### config.mk
export PLATFORM = sky130hd
export DESIGN_NAME = stopwatch_time_counter
export DESIGN_NICKNAME = d
export VERILOG_FILES = /design/src/rtl/stopwatch_time_counter.sv
export SDC_FILE = /design/constraint.sdc
export NUM_CORES = 1
export LEC_CHECK = 0
export CELL_PAD_IN_SITES_DETAIL_PLACEMENT = 1
export CELL_PAD_IN_SITES_GLOBAL_PLACEMENT = 1
export CORE_AREA = 10 10 95 76
export CTS_CLUSTER_DIAMETER = 30
export DETAILED_ROUTE_END_ITERATION = 16
export DIE_AREA = 0 0 105 86
export PLACE_DENSITY_LB_ADDON = 0.1
export SYNTH_ARGS = -nofsm -noshare
export SYNTH_HDL_FRONTEND = slang
export SYNTH_SLANG_ARGS = --single-unit
### constraint.sdc
create_clock -name clk -period 5.37 [get_ports clk]
set_clock_uncertainty 0.2 [all_clocks]
set_input_delay 1.074 -clock clk [delete_from_list [all_inputs] [get_ports clk]]
set_output_delay 1.074 -clock clk [all_outputs]
set_load 0.02 [all_outputs]
### src/rtl/stopwatch_time_counter.sv
// stopwatch_time_counter
// Timekeeping datapath for the stopwatch. A prescaler divides the system
// clock down to a centisecond tick, and each tick advances a BCD
// MM:SS.CC count (00:00.00 .. 99:59.99) that wraps back to 00:00.00.
// tick and wrap are registered pulses that line up with the new digits.

module stopwatch_time_counter #(
    parameter int CLK_FREQ_HZ = 100_000_000,
    parameter int TICK_HZ     = 100
) (
    input  logic       clk,
    input  logic       rst,
    input  logic       count_enable,
    input  logic       clear,
    output logic [7:0] centi_bcd,
    output logic [7:0] sec_bcd,
    output logic [7:0] min_bcd,
    output logic       tick,
    output logic       wrap
);

    localparam int DIV     = CLK_FREQ_HZ / TICK_HZ;
    localparam int PRESC_W = (DIV > 1) ? $clog2(DIV) : 1;
    localparam logic [PRESC_W-1:0] PRESC_LAST = PRESC_W'(DIV - 1);
    localparam logic [PRESC_W-1:0] PRESC_ONE  = PRESC_W'(1);

    // One BCD digit of the increment chain. Returns {carry_out, next_digit}.
    // A digit at (or, defensively, above) its last legal value rolls to 0
    // and carries; without a carry in, the digit is returned unchanged.
    function automatic logic [4:0] bcd_step(input logic [3:0] digit,
                                            input logic [3:0] last,
                                            input logic       carry_in);
        logic [4:0] result;
        result = {1'b0, digit};
        if (carry_in) begin
            if (digit >= last) begin
                result = 5'b1_0000;
            end else begin
                result = {1'b0, digit + 4'd1};
            end
        end
        return result;
    endfunction

    logic [PRESC_W-1:0] presc_p1;
    logic [3:0]         centi_lo_p1;
    logic [3:0]         centi_hi_p1;
    logic [3:0]         sec_lo_p1;
    logic [3:0]         sec_hi_p1;
    logic [3:0]         min_lo_p1;
    logic [3:0]         min_hi_p1;
    logic               tick_p1;
    logic               wrap_p1;

    logic               adv_nx;
    logic [5:0]         carry_nx;
    logic [3:0]         centi_lo_nx;
    logic [3:0]         centi_hi_nx;
    logic [3:0]         sec_lo_nx;
    logic [3:0]         sec_hi_nx;
    logic [3:0]         min_lo_nx;
    logic [3:0]         min_hi_nx;

    // Next-count logic: the advance strobe and the ripple of BCD carries.
    always_comb begin
        adv_nx      = count_enable && (presc_p1 == PRESC_LAST);
        carry_nx    = 6'd0;
        centi_lo_nx = centi_lo_p1;
        centi_hi_nx = centi_hi_p1;
        sec_lo_nx   = sec_lo_p1;
        sec_hi_nx   = sec_hi_p1;
        min_lo_nx   = min_lo_p1;
        min_hi_nx   = min_hi_p1;
        {carry_nx[0], centi_lo_nx} = bcd_step(centi_lo_p1, 4'd9, adv_nx);
        {carry_nx[1], centi_hi_nx} = bcd_step(centi_hi_p1, 4'd9, carry_nx[0]);
        {carry_nx[2], sec_lo_nx}   = bcd_step(sec_lo_p1,   4'd9, carry_nx[1]);
        {carry_nx[3], sec_hi_nx}   = bcd_step(sec_hi_p1,   4'd5, carry_nx[2]);
        {carry_nx[4], min_lo_nx}   = bcd_step(min_lo_p1,   4'd9, carry_nx[3]);
        {carry_nx[5], min_hi_nx}   = bcd_step(min_hi_p1,   4'd9, carry_nx[4]);
    end

    // Stage p1: prescaler, digit registers and the aligned tick/wrap pulses.
    // rst and clear have the same effect; rst simply wins by being tested too.
    always_ff @(posedge clk) begin
        if (rst || clear) begin
            presc_p1    <= '0;
            centi_lo_p1 <= 4'd0;
            centi_hi_p1 <= 4'd0;
            sec_lo_p1   <= 4'd0;
            sec_hi_p1   <= 4'd0;
            min_lo_p1   <= 4'd0;
            min_hi_p1   <= 4'd0;
            tick_p1     <= 1'b0;
            wrap_p1     <= 1'b0;
        end else begin
            tick_p1 <= adv_nx;
            wrap_p1 <= carry_nx[5];
            // Paused: prescaler keeps its fractional progress.
            if (count_enable) begin
                if (adv_nx) begin
                    presc_p1 <= '0;
                end else begin
                    presc_p1 <= presc_p1 + PRESC_ONE;
                end
            end
            if (adv_nx) begin
                centi_lo_p1 <= centi_lo_nx;
                centi_hi_p1 <= centi_hi_nx;
                sec_lo_p1   <= sec_lo_nx;
                sec_hi_p1   <= sec_hi_nx;
                min_lo_p1   <= min_lo_nx;
                min_hi_p1   <= min_hi_nx;
            end
        end
    end

    assign centi_bcd = {centi_hi_p1, centi_lo_p1};
    assign sec_bcd   = {sec_hi_p1, sec_lo_p1};
    assign min_bcd   = {min_hi_p1, min_lo_p1};
    assign tick      = tick_p1;
    assign wrap      = wrap_p1;

endmodule

Word level (Yosys, flattened, before mapping):

Index checks and enable logic that the tools add are counted.

* logic and storage cells: 44
* bits in registers: 46
* output and inout bits: 26
* bits of input ports: 4

* magnitude comparators: 6
* multiplexer cells: 12
* $add $sub $neg: 7
* reductions and logical operators: 8
* equal/unequal tests: 1
* bitwise gates (word level): 1

Operator list (number)
* $mux 5: 11
* $add 4x1->4 const B: 6
* $add 20x1->20 const B: 1
* $eq 20x20->1 const B: 1
* $ge 4x4->1 const B: 5
* $mux 20: 1
* $reduce_and 2->1: 5
* $ge 4x3->1 const B: 1
* $reduce_or 2->1: 1
* $logic_and 1x1->1: 1
* $logic_or 1x1->1: 1
* $not 1->1: 1

Logic depth before layout (Yosys ltp):

Gate-level depths: netlist of the first run.

* word-level depth: 9
* depth in mapped cells: 9
* mapped depth without buffers: 7

Worst setup path after synthesis of the first run:

OpenSTA, ideal clock, no wires.

* path kind: input port to flip-flop
* start: input count_enable
* end: register min_lo_p1[2]
* slack: 2363 ps
* buffers on the path: 1
* arrival: 2690 ps
* setup time: 117 ps
* data required time: 5053 ps
* stages: 6
* path through: nand4_1 -> or4_4 -> or2_0 -> buf_2 -> or3_1 -> a32o_1

* word-level cells in the longest chain between the ends: 6

Ends and longest elaborated chain
* start, declared: line 13 `input logic count_enable,`
* $logic_and 1x1->1 *: line 66 `adv_nx = count_enable && (presc_p1 == PRESC_LAST);`
* $mux 5 (4 in a row): line 35 `if (carry_in) begin`
* $reduce_and 2->1 (no line) *
* end signal, assigned: line 111 `min_lo_p1 <= min_lo_nx;`
* end, declared: line 50 `logic [3:0] min_lo_p1;`

Every way passes the cells marked *; elsewhere a longest branch is shown, timed or not.
A chain may end at the register's enable or synchronous reset.

Final worst setup path of the first run:

* start: input count_enable
* end: register centi_hi_p1[1]

* word-level cells in the longest chain between the ends: 3

Ends and longest elaborated chain
* $logic_and 1x1->1 *: line 66
* $mux 5: line 35
* $reduce_and 2->1 (no line) *
* end signal, assigned: line 108 `centi_hi_p1 <= centi_hi_nx;`
* end, declared: line 47 `logic [3:0] centi_hi_p1;`

Marks and branches as above.

==> results of run 1 <==
==> sequential cells by signal (all words and copies together) (netlist names) <==
register,cells
tick,1
sec_hi_p1,4
centi_lo_p1,4
presc_p1,20
min_hi_p1,4
min_lo_p1,4
wrap,1
centi_hi_p1,4
sec_lo_p1,4
==> tightest hold or removal path: cells and delay by family (launching register included) <==
kind,cells,cell delay [ns]
flip-flops,1,0.35
AND/OR/NAND/NOR,1,0.07
multiplexers,1,0.05
==> layout by cell type (no fill, tap or decap), types with 2 or more instances in the layout <==
cell type        instances
o21ai_1                  2
ha_1                    19
o211ai_1                 3
a41oi_1                  2
or3b_2                   2
nor4_1                   5
nand2_1                 19
o211a_1                  2
o311ai_0                 2
clkbuf_8                 5
buf_4                    2
or4b_1                   2
nand3_1                 23
nor3_1                   7
mux2i_1                  5
and4_1                   2
or4_1                    2
nand3b_1                 2
or2_2                    3
clkinv_2                 2
xor2_1                  12
nand4b_1                 2
nand2b_1                 3
o31ai_1                  2
nor2_1                  38
a21oi_1                  6
xnor2_1                  8
clkdlybuf4s50_1         29
dfxtp_1                 46
and3_1                   2
nand4_1                  8
inv_1                   14
o21ai_0                  6
==> area by class of cell <==
cell class	instances	area (um^2)	area share, %
flip-flops and latches	46	921	33.0
clock buffers	5	68.8	2.47
repair buffers	31	305	10.9
clock inverters	2	10.0	0.359
inverters	14	52.6	1.88
well taps	75	93.8	3.36
multi-input cells	202	1340	48.0
==> stage by stage <==
stage | std cells | util (%)
finish | 375 | 52.7
CTS | 375 | 52.7
global route | 375 | 52.7
floorplan | 270 | -
global placement | 368 | 51.2
detailed placement | 368 | 51.2
==> metal layers <==
layer,GRT usage [%],vias up,wire length (um)
met1,17.8,985,2960
li1,-,1007,-
met4,4.48,0,65
met2,19.4,36,2470
met5,0,-,0
met3,3.59,6,317
==> cell usage after synthesis, types with 6 or more instances <==
library cell / number
nand2_1: 19
xor2_1: 12
nor2_1: 38
inv_1: 14
a21oi_1: 6
o21ai_0: 6
xnor2_1: 8
ha_1: 19
nand4_1: 8
nand3_1: 23
dfxtp_1: 46
nor3_1: 7
==> path summary, 6_finish.rpt <==
path	cells after the start	start	slack (ns)	end
worst min-delay path	2	sec_lo_p1[1]$_SDFFE_PP0P_	0.32	sec_lo_p1[1]$_SDFFE_PP0P_
worst max register to register	7	presc_p1[0]$_SDFFE_PP0P_	2.48	centi_hi_p1[1]$_SDFFE_PP0P_
worst max-delay path	7	count_enable	1.73	centi_hi_p1[1]$_SDFFE_PP0P_
worst min register to register	2	sec_lo_p1[1]$_SDFFE_PP0P_	0.32	sec_lo_p1[1]$_SDFFE_PP0P_
==> where the power goes <==
group          total (uW)  internal (uW)  switching [uW]
registers             342            341           0.751
logic                13.7           4.35            9.34
clock network         207           87.7             119
==> cell families (layout without fill, tap and decap cells) <==
logic type	count (synthesis)	count (layout)	share of synthesized area (%)
simple gates	127	127	28.1
mux	5	5	2.13
flops	46	46	39.3
compound gates	31	31	9.23
buf+inv	22	52	3.68
xor+xnor	20	20	7.47
fa+ha+maj	19	19	10.1
==> impl_metrics.csv, run 1 <==
group,metric,value,unit
run_status,status,"complete, no violations",
sta,fin_ws,1.73,ns
clock_tree,post_cts_buffers,0,
worst_setup_path,arrival,3.60,ns
floorplan,core,5300,um^2
global_route,antenna_found_initial,0,
route,route.detailed.drc,0,
worst_setup_path,crit_buf_inv,2,
synth,netlist_top_cells_area,"dfxtp_1 (39%), ha_1 (10%), nor2_1 (6.1%)",
synth,syn_nets,293,
power_and_ir_drop,p_leak,0.000983,uW
clock_tree,clock-sinks,46,
route,drtAntennaViolNets,0,
clock_tree,clk_path_buf_depth,2,
sta,finalHoldViolations,0,
route,drtIter0Drc,54,
min_path,hp-class,"register to register",
worst_setup_path,critPathSlowestCell,"clkdlybuf4s50_1",
synth,synth.distinct_cells,44,
floorplan,num_io_pins,30,
sta,max_freq,0.274,GHz
floorplan,std_cell_rows,23,
synth,netlist_area,2340,um^2
clock_tree,cts_resized,0,
sta,whs,0.315,ns
power_and_ir_drop,powerDensity,202,nW/um^2
route,wl,5.81,mm
final_layout,nets,323,
floorplan,die_x,105,um
route,first_pass_iters,4,
route,num_vias,2034,
clock_tree,cts_tree,"yes",
worst_setup_path,crit_required,5.33,ns
sta,min_period,3.64,ns
clock_tree,cts-root-buf,"clkbuf_8",
synth,synth_top_area_share,39.3,%
synth,yosysWarnings,0,
final_layout,fill_cells,639,
synth,avgSynthCellArea,8.68,um^2
clock_tree,hold_buffers,0,
final_layout,syn2layout_area_growth,18.9,%
synth,syn_inst,270,
synth,synth_seq_cells,46,
placed_design,pre_cts_slack,1.41,ns
sta,maxSlewHeadroom,37.5,%
synth,yosys.area.top_type,"dfxtp_1",
global_route,grt_start_max_net_pins,28,
floorplan,die_area,9030,um^2
worst_setup_path,cpPeakStageDelay,0.60,ns
global_route,grt_pass1_vias,1997,
sta,fin_setup_tns,0,ns
route,routed_via_density,5.42,
floorplan,dieHeight,86,um
global_route,grt_overflow,0,
global_route,grt_pass1_wl,9.93,mm
placed_design,placed_area,2710,um^2
floorplan,start_util,44.3,%
worst_setup_path,worstPathMaxFanout,24,
worst_setup_path,cp_top_family,"simple AND/OR/NAND/NOR gates",
flow_run,max_cap_viol_count,0,
worst_setup_path,worstSetupPathType,"primary input to register",
sta,finalCritPeriodShare,67.8,%
global_route,grtUsageTotal,13.1,%
power_and_ir_drop,power,562,uW
synth,synthArstFlopShare,0,%
synth,synth_ff_type,"dfxtp_1",
clock_tree,ctsHtreeMaxLevel,2,
sta,grt_setup_unrepaired,"false",
power_and_ir_drop,vdd_drop_max,0.000110,V
clock_tree,clock_latency,0.30,ns
final_layout,antennaDiodeCount,0,
sta,tightest_slew,0.929,ns
final_layout,fin_area,2790,um^2
synth,synth-edff-count,0,
clock_tree,clk_pin_slew,0.08,ns
worst_setup_path,worst_setup_path_start_kind,"primary input",
placed_design,numPortBuffers,29,
placed_design,dp_hpwl,4.32,mm
final_layout,drive_above_1_share,6.33,%
synth,ys_seq_area_share,39.3,%
placed_design,place_congestion,0.788,
clock_tree,cts_buffers,5,
sta,setup_violations,0,
sta,finalMaxSlewViolations,0,
route,wl_per_cell,15.5,um
worst_setup_path,cp_cell_sequence,"clkdlybuf4s50_1, nand4_1, or4_4, or2_0, buf_4, o21ai_0, nor2_1",
worst_setup_path,critPathCaptureType,"register",
No activity file was read; power rests on OpenSTA's default activity.
==> inputs of run 2 (changes only) <==
Settings changed: CORE_AREA 10 10 95 76 to 10 10 103 82, DIE_AREA 0 0 105 86 to 0 0 113 92.
Clock period 5.37 ns to 3.1 ns, I/O delays scaled along.
==> run 2 against run 1 <==
Via count up 2.4%. Die area up 15%. Hold slack better by 0.0017 ns. Register-to-register slack worse by 2.1 ns. Worst setup slack worse by 1.4 ns. Critical path type unchanged.
==> impl_metrics.csv, run 2 (same netlist as run 1, synthesis figures left out) <==
group,metric,value,unit
floorplan,start_util,35.9,%
worst_setup_path,worst_setup_path_start_kind,"primary input",
final_layout,regMostFlops,"presc_p1",
route,num_vias,2083,
route,drtAntennaViolNets,0,
route,route.detailed.drc,0,
sta,finalMaxSlewViolations,0,
sta,tightest_slew,0.811,ns
final_layout,largest_reg_flops,20,
floorplan,std_cell_rows,26,
sta,max_freq,0.356,GHz
power_and_ir_drop,vdd_drop_max,0.000153,V
sta,finalCritPeriodShare,90.6,%
final_layout,final_cell_mix,"dfxtp_1 (46), nor2_1 (38), clkdlybuf4s50_1 (29)",
power_and_ir_drop,p_leak,0.00106,uW
floorplan,die_x,113,um
power_and_ir_drop,powerDensity,329,nW/um^2
power_and_ir_drop,clock_power_share,35.7,%
clock_tree,ctsHtreeMaxLevel,2,
min_path,hp-class,"register to register",
clock_tree,clock_latency,0.29,ns
final_layout,drive_above_1_share,10.4,%
sta,setup_violations,0,
final_layout,layout_commonest_cell,"dfxtp_1",
route,routed_via_density,5.21,
placed_design,place_congestion,0.766,
floorplan,die_area,10400,um^2
clock_tree,hold_buffers,0,
flow_run,max_cap_viol_count,0,
power_and_ir_drop,power_switching,207,uW
placed_design,numPortBuffers,29,
clock_tree,clock-sinks,46,
worst_setup_path,arrival,2.78,ns
route,drtIter0Drc,64,
placed_design,placed_area,2850,um^2
power_and_ir_drop,combPwrFrac,2.9,%
placed_design,dp_hpwl,4.69,mm
route,wl_per_cell,15.3,um
final_layout,fill_cells,793,
clock_tree,cts_buffers,5,
final_layout,antennaDiodeCount,0,
worst_setup_path,worstSetupPathType,"primary input to register",
global_route,grtUsageTotal,12.2,%
global_route,grt_start_max_net_pins,28,
worst_setup_path,worstPathMaxFanout,16,
global_route,grt_pass1_wl,10.7,mm
sta,grt_setup_unrepaired,"false",
sta,maxSlewHeadroom,45.5,%
clock_tree,clk_pin_slew,0.08,ns
route,wl,6.13,mm
sta,min_period,2.81,ns
clock_tree,cts-root-buf,"clkbuf_8",
floorplan,dieHeight,92,um
final_layout,syn2layout_area_growth,25.0,%
floorplan,core,6540,um^2
final_layout,nets,339,
floorplan,num_io_pins,30,
final_layout,fin_area,2930,um^2
worst_setup_path,critPathCaptureType,"register",
global_route,grt_pass1_vias,2169,
clock_tree,post_cts_buffers,0,
sta,finalHoldViolations,0,
clock_tree,cts_resized,0,
clock_tree,clk_path_buf_depth,2,
power_and_ir_drop,p_int,758,uW
worst_setup_path,crit_required,3.07,ns
global_route,grt_overflow,0,
power_and_ir_drop,power,965,uW
power_and_ir_drop,pwr-share-seq,61.4,%
sta,fin_setup_tns,0,ns
global_route,antenna_found_initial,0,
route,first_pass_iters,5,
power_and_ir_drop,p_sw_share,21.4,%
clock_tree,cts_tree,"yes",
run_status,status,"complete, no violations",
[run 2: cell count changes in the layout (fill, tap and decap cells not counted)]
cell / before / now
buf_12: 0 / 1
clkbuf_1: 0 / 2
buf_4: 2 / 17
clkinv_2: 2 / 0
[run 2: final timing paths]
| path | to | slack [ns] | cells after the start | startpoint |
|---|---|---|---|---|
| setup / recovery | sec_hi_p1[2]$_SDFFE_PP0P_ | 0.29 | 7 | count_enable |
| hold / removal | presc_p1[19]$_SDFFE_PP0P_ | 0.32 | 2 | presc_p1[19]$_SDFFE_PP0P_ |
| setup reg to reg | sec_hi_p1[2]$_SDFFE_PP0P_ | 0.37 | 6 | presc_p1[10]$_SDFFE_PP0P_ |
| hold reg to reg | presc_p1[19]$_SDFFE_PP0P_ | 0.32 | 2 | presc_p1[19]$_SDFFE_PP0P_ |
[run 2: power by group through the flow]
stage / registers [uW] / logic, uW / clock network (uW)
after floorplan: 606 / 13.7 / 0
after global placement: 606 / 28.7 / 0
after detailed placement: 606 / 28.7 / 0
after CTS: 592 / 28.8 / 360
after global routing: 593 / 32.0 / 379
final: 592 / 28.4 / 344
[run 2: area by class of cell]
class,count,area (um^2),area share (%)
Multi-Input combinational cell,202,1340,45.6
Sequential cell,46,921,31.4
Timing Repair Buffer,47,438,14.9
Tap cell,84,105,3.59
Clock buffer,7,76.3,2.60
Inverter,14,52.6,1.79
[run 2: per-stage QoR]
step	setup slack (ns)	utilization, %	hold slack [ns]	std cells
after detailed placement	0.0102	43.6	0.299	393
after global routing	0.0852	44.8	0.363	400
after CTS	0.324	44.8	0.320	400
after global placement	0.0458	43.6	0.287	393
after floorplan	0.483	-	0.271	270
final	0.290	44.8	0.317	400
[run 2: critical path, stage by stage]
cell	delay [ns]
clkdlybuf4s50_1	0.48
nand4_1	0.13
or4_4	0.55
or2_0	0.30
buf_4	0.23
o311ai_0	0.36
o21ai_1	0.11
[run 2: layer usage]
metal  global-route usage (%)  up-vias  part of all wire, %
met2                     18.2       30                   42
li1                         -     1039                    -
met1                     16.3     1009                   52
met4                     3.59        0                 0.83
met3                     3.71        5                  4.7
met5                        0        -                    0
==> inputs of run 3 (changes only) <==
Settings changed: CORE_AREA 10 10 103 82 to 10 10 99 79, DIE_AREA 0 0 113 92 to 0 0 109 89.
Clock period 3.1 ns to 2.8 ns, I/O delays scaled along.
==> run 3 against run 2 <==
Clock-buffer cell count unchanged. Sequential cell count unchanged. Clock power increased by 22%. Cell count increased by 1.8%. Core utilization increased by 5.1 points. Critical path depth decreased by 1. Worst setup slack got worse by 0.14 ns. Hold slack improved by 0.013 ns. Global-route usage increased by 1.0 points. Critical endpoint is now min_lo_p1[2]$_SDFFE_PP0P_.
==> impl_metrics.csv, run 3 (same netlist as run 1, synthesis figures left out) <==
group,metric,value,unit
route,wl_per_cell,14.9,um
global_route,grt_pass1_vias,2076,
clock_tree,cts_buffers,5,
sta,fin_ws,0.151,ns
sta,finalHoldViolations,0,
min_path,hp-class,"register to register",
placed_design,dp_hpwl,4.67,mm
route,wl,6.05,mm
global_route,grtUsageTotal,13.2,%
final_layout,layout.cells.non_filler,407,
worst_setup_path,arrival,2.64,ns
global_route,grt_overflow,0,
floorplan,std_cell_rows,25,
sta,finalCritPeriodShare,94.6,%
worst_setup_path,critPathCaptureType,"register",
final_layout,nets,348,
sta,fin_setup_tns,0,ns
route,drtAntennaViolNets,0,
clock_tree,cts-root-buf,"clkbuf_8",
power_and_ir_drop,p_leak,0.00113,uW
clock_tree,cts_resized,0,
final_layout,largest_reg_flops,20,
worst_setup_path,crit_required,2.79,ns
final_layout,drive_above_1_share,13.5,%
worst_setup_path,worstPathMaxFanout,4,
sta,tightest_slew,0.797,ns
placed_design,place_congestion,0.765,
route,route.detailed.drc,0,
clock_tree,ctsHtreeMaxLevel,2,
final_layout,fill_cells,729,
sta,maxSlewHeadroom,46.4,%
route,routed_via_density,5.11,
placed_design,numPortBuffers,29,
worst_setup_path,reg2reg_depth,5,
floorplan,core,6040,um^2
clock_tree,hold_buffers,0,
sta,finalMaxSlewViolations,0,
global_route,grt_pass1_wl,10.3,mm
clock_tree,cts_tree,"yes",
run_status,status,"complete, no violations",
clock_tree,clk_pin_slew,0.08,ns
floorplan,start_util,38.8,%
final_layout,regMostFlops,"presc_p1",
final_layout,syn2layout_area_growth,28.6,%
worst_setup_path,worstSetupPathType,"primary input to register",
power_and_ir_drop,powerDensity,368,nW/um^2
floorplan,dieHeight,89,um
global_route,antenna_found_initial,0,
worst_setup_path,worst_setup_path_start_kind,"primary input",
clock_tree,clock_latency,0.29,ns
floorplan,die_x,109,um
clock_tree,post_cts_buffers,0,
final_layout,antennaDiodeCount,0,
route,first_pass_iters,4,
final_layout,final_cell_mix,"dfxtp_1 (46), nor2_1 (38), clkdlybuf4s50_1 (29)",
sta,setup_violations,0,
placed_design,placed_area,2920,um^2
floorplan,num_io_pins,30,
placed_design,dp.cells,399,
floorplan,die_area,9700,um^2
min_path,min_path_cells,2,
final_layout,post-route-util,49.9,%
final_layout,fin_area,3020,um^2
clock_tree,clk_path_buf_depth,2,
global_route,grt_start_max_net_pins,28,
route,drtIter0Drc,64,
flow_run,max_cap_viol_count,0,
route,num_vias,2079,
final_layout,layout_commonest_cell,"dfxtp_1",
sta,grt_setup_unrepaired,"false",
sta,min_period,2.65,ns
power_and_ir_drop,vdd_drop_max,0.000268,V
sta,max_freq,0.377,GHz
clock_tree,clock-sinks,46,
placed_design,pre_cts_slack,-0.195,ns
[run 3: cell count changes in the layout (fill, tap and decap cells not counted)]
cell,previous run,this run
clkinv_2,0,1
nor3_2,1,0
clkbuf_8,5,6
o311ai_1,1,2
buf_4,17,26
clkbuf_1,2,1
o311ai_0,2,1
nor3_4,0,1
[run 3: metrics by stage]
step | hold WS [ns] | power (uW)
global placement | 0.291 | 704
global route | 0.369 | 1150
floorplan | 0.271 | 686
detailed placement | 0.316 | 704
CTS | 0.334 | 1120
finish | 0.330 | 1110
[run 3: path summary, 6_finish.rpt]
check                                               start                         to  slack [ns]
worst max-delay path                         count_enable  min_lo_p1[2]$_SDFFE_PP0P_        0.15
worst min-delay path            min_hi_p1[2]$_SDFFE_PP0P_  min_hi_p1[2]$_SDFFE_PP0P_        0.33
worst max register to register  presc_p1[12]$_SDFFE_PP0P_  min_lo_p1[2]$_SDFFE_PP0P_        0.17
worst min register to register  min_hi_p1[2]$_SDFFE_PP0P_  min_hi_p1[2]$_SDFFE_PP0P_        0.33
[run 3: final cells by class]
class | count | area, um^2 | share of cell area [%]
Clock buffer | 7 | 86.3 | 2.86
Tap cell | 81 | 101 | 3.36
Clock inverter | 1 | 5.00 | 0.166
Multi-Input combinational cell | 202 | 1340 | 44.6
Timing Repair Buffer | 56 | 505 | 16.8
Inverter | 14 | 52.6 | 1.74
Sequential cell | 46 | 921 | 30.5
[run 3: routing by layer]
metal | routed length, um | global-route usage, %
met1 | 3120 | 18.0
met2 | 2550 | 19.6
met3 | 325 | 4.18
met4 | 52 | 2.87
met5 | 0 | 0
[run 3: where the power goes]
group          switching, uW  internal, uW
logic                   19.5          13.9
clock network            222           200
registers              0.469           654
total                    242           868
[run 3: critical path, cell delays in order]
cell and delay [ns]:
clkdlybuf4s50_1 0.48, nand4_1 0.12, or4_4 0.55, or2_0 0.27, or3_1 0.40, a32o_1 0.26
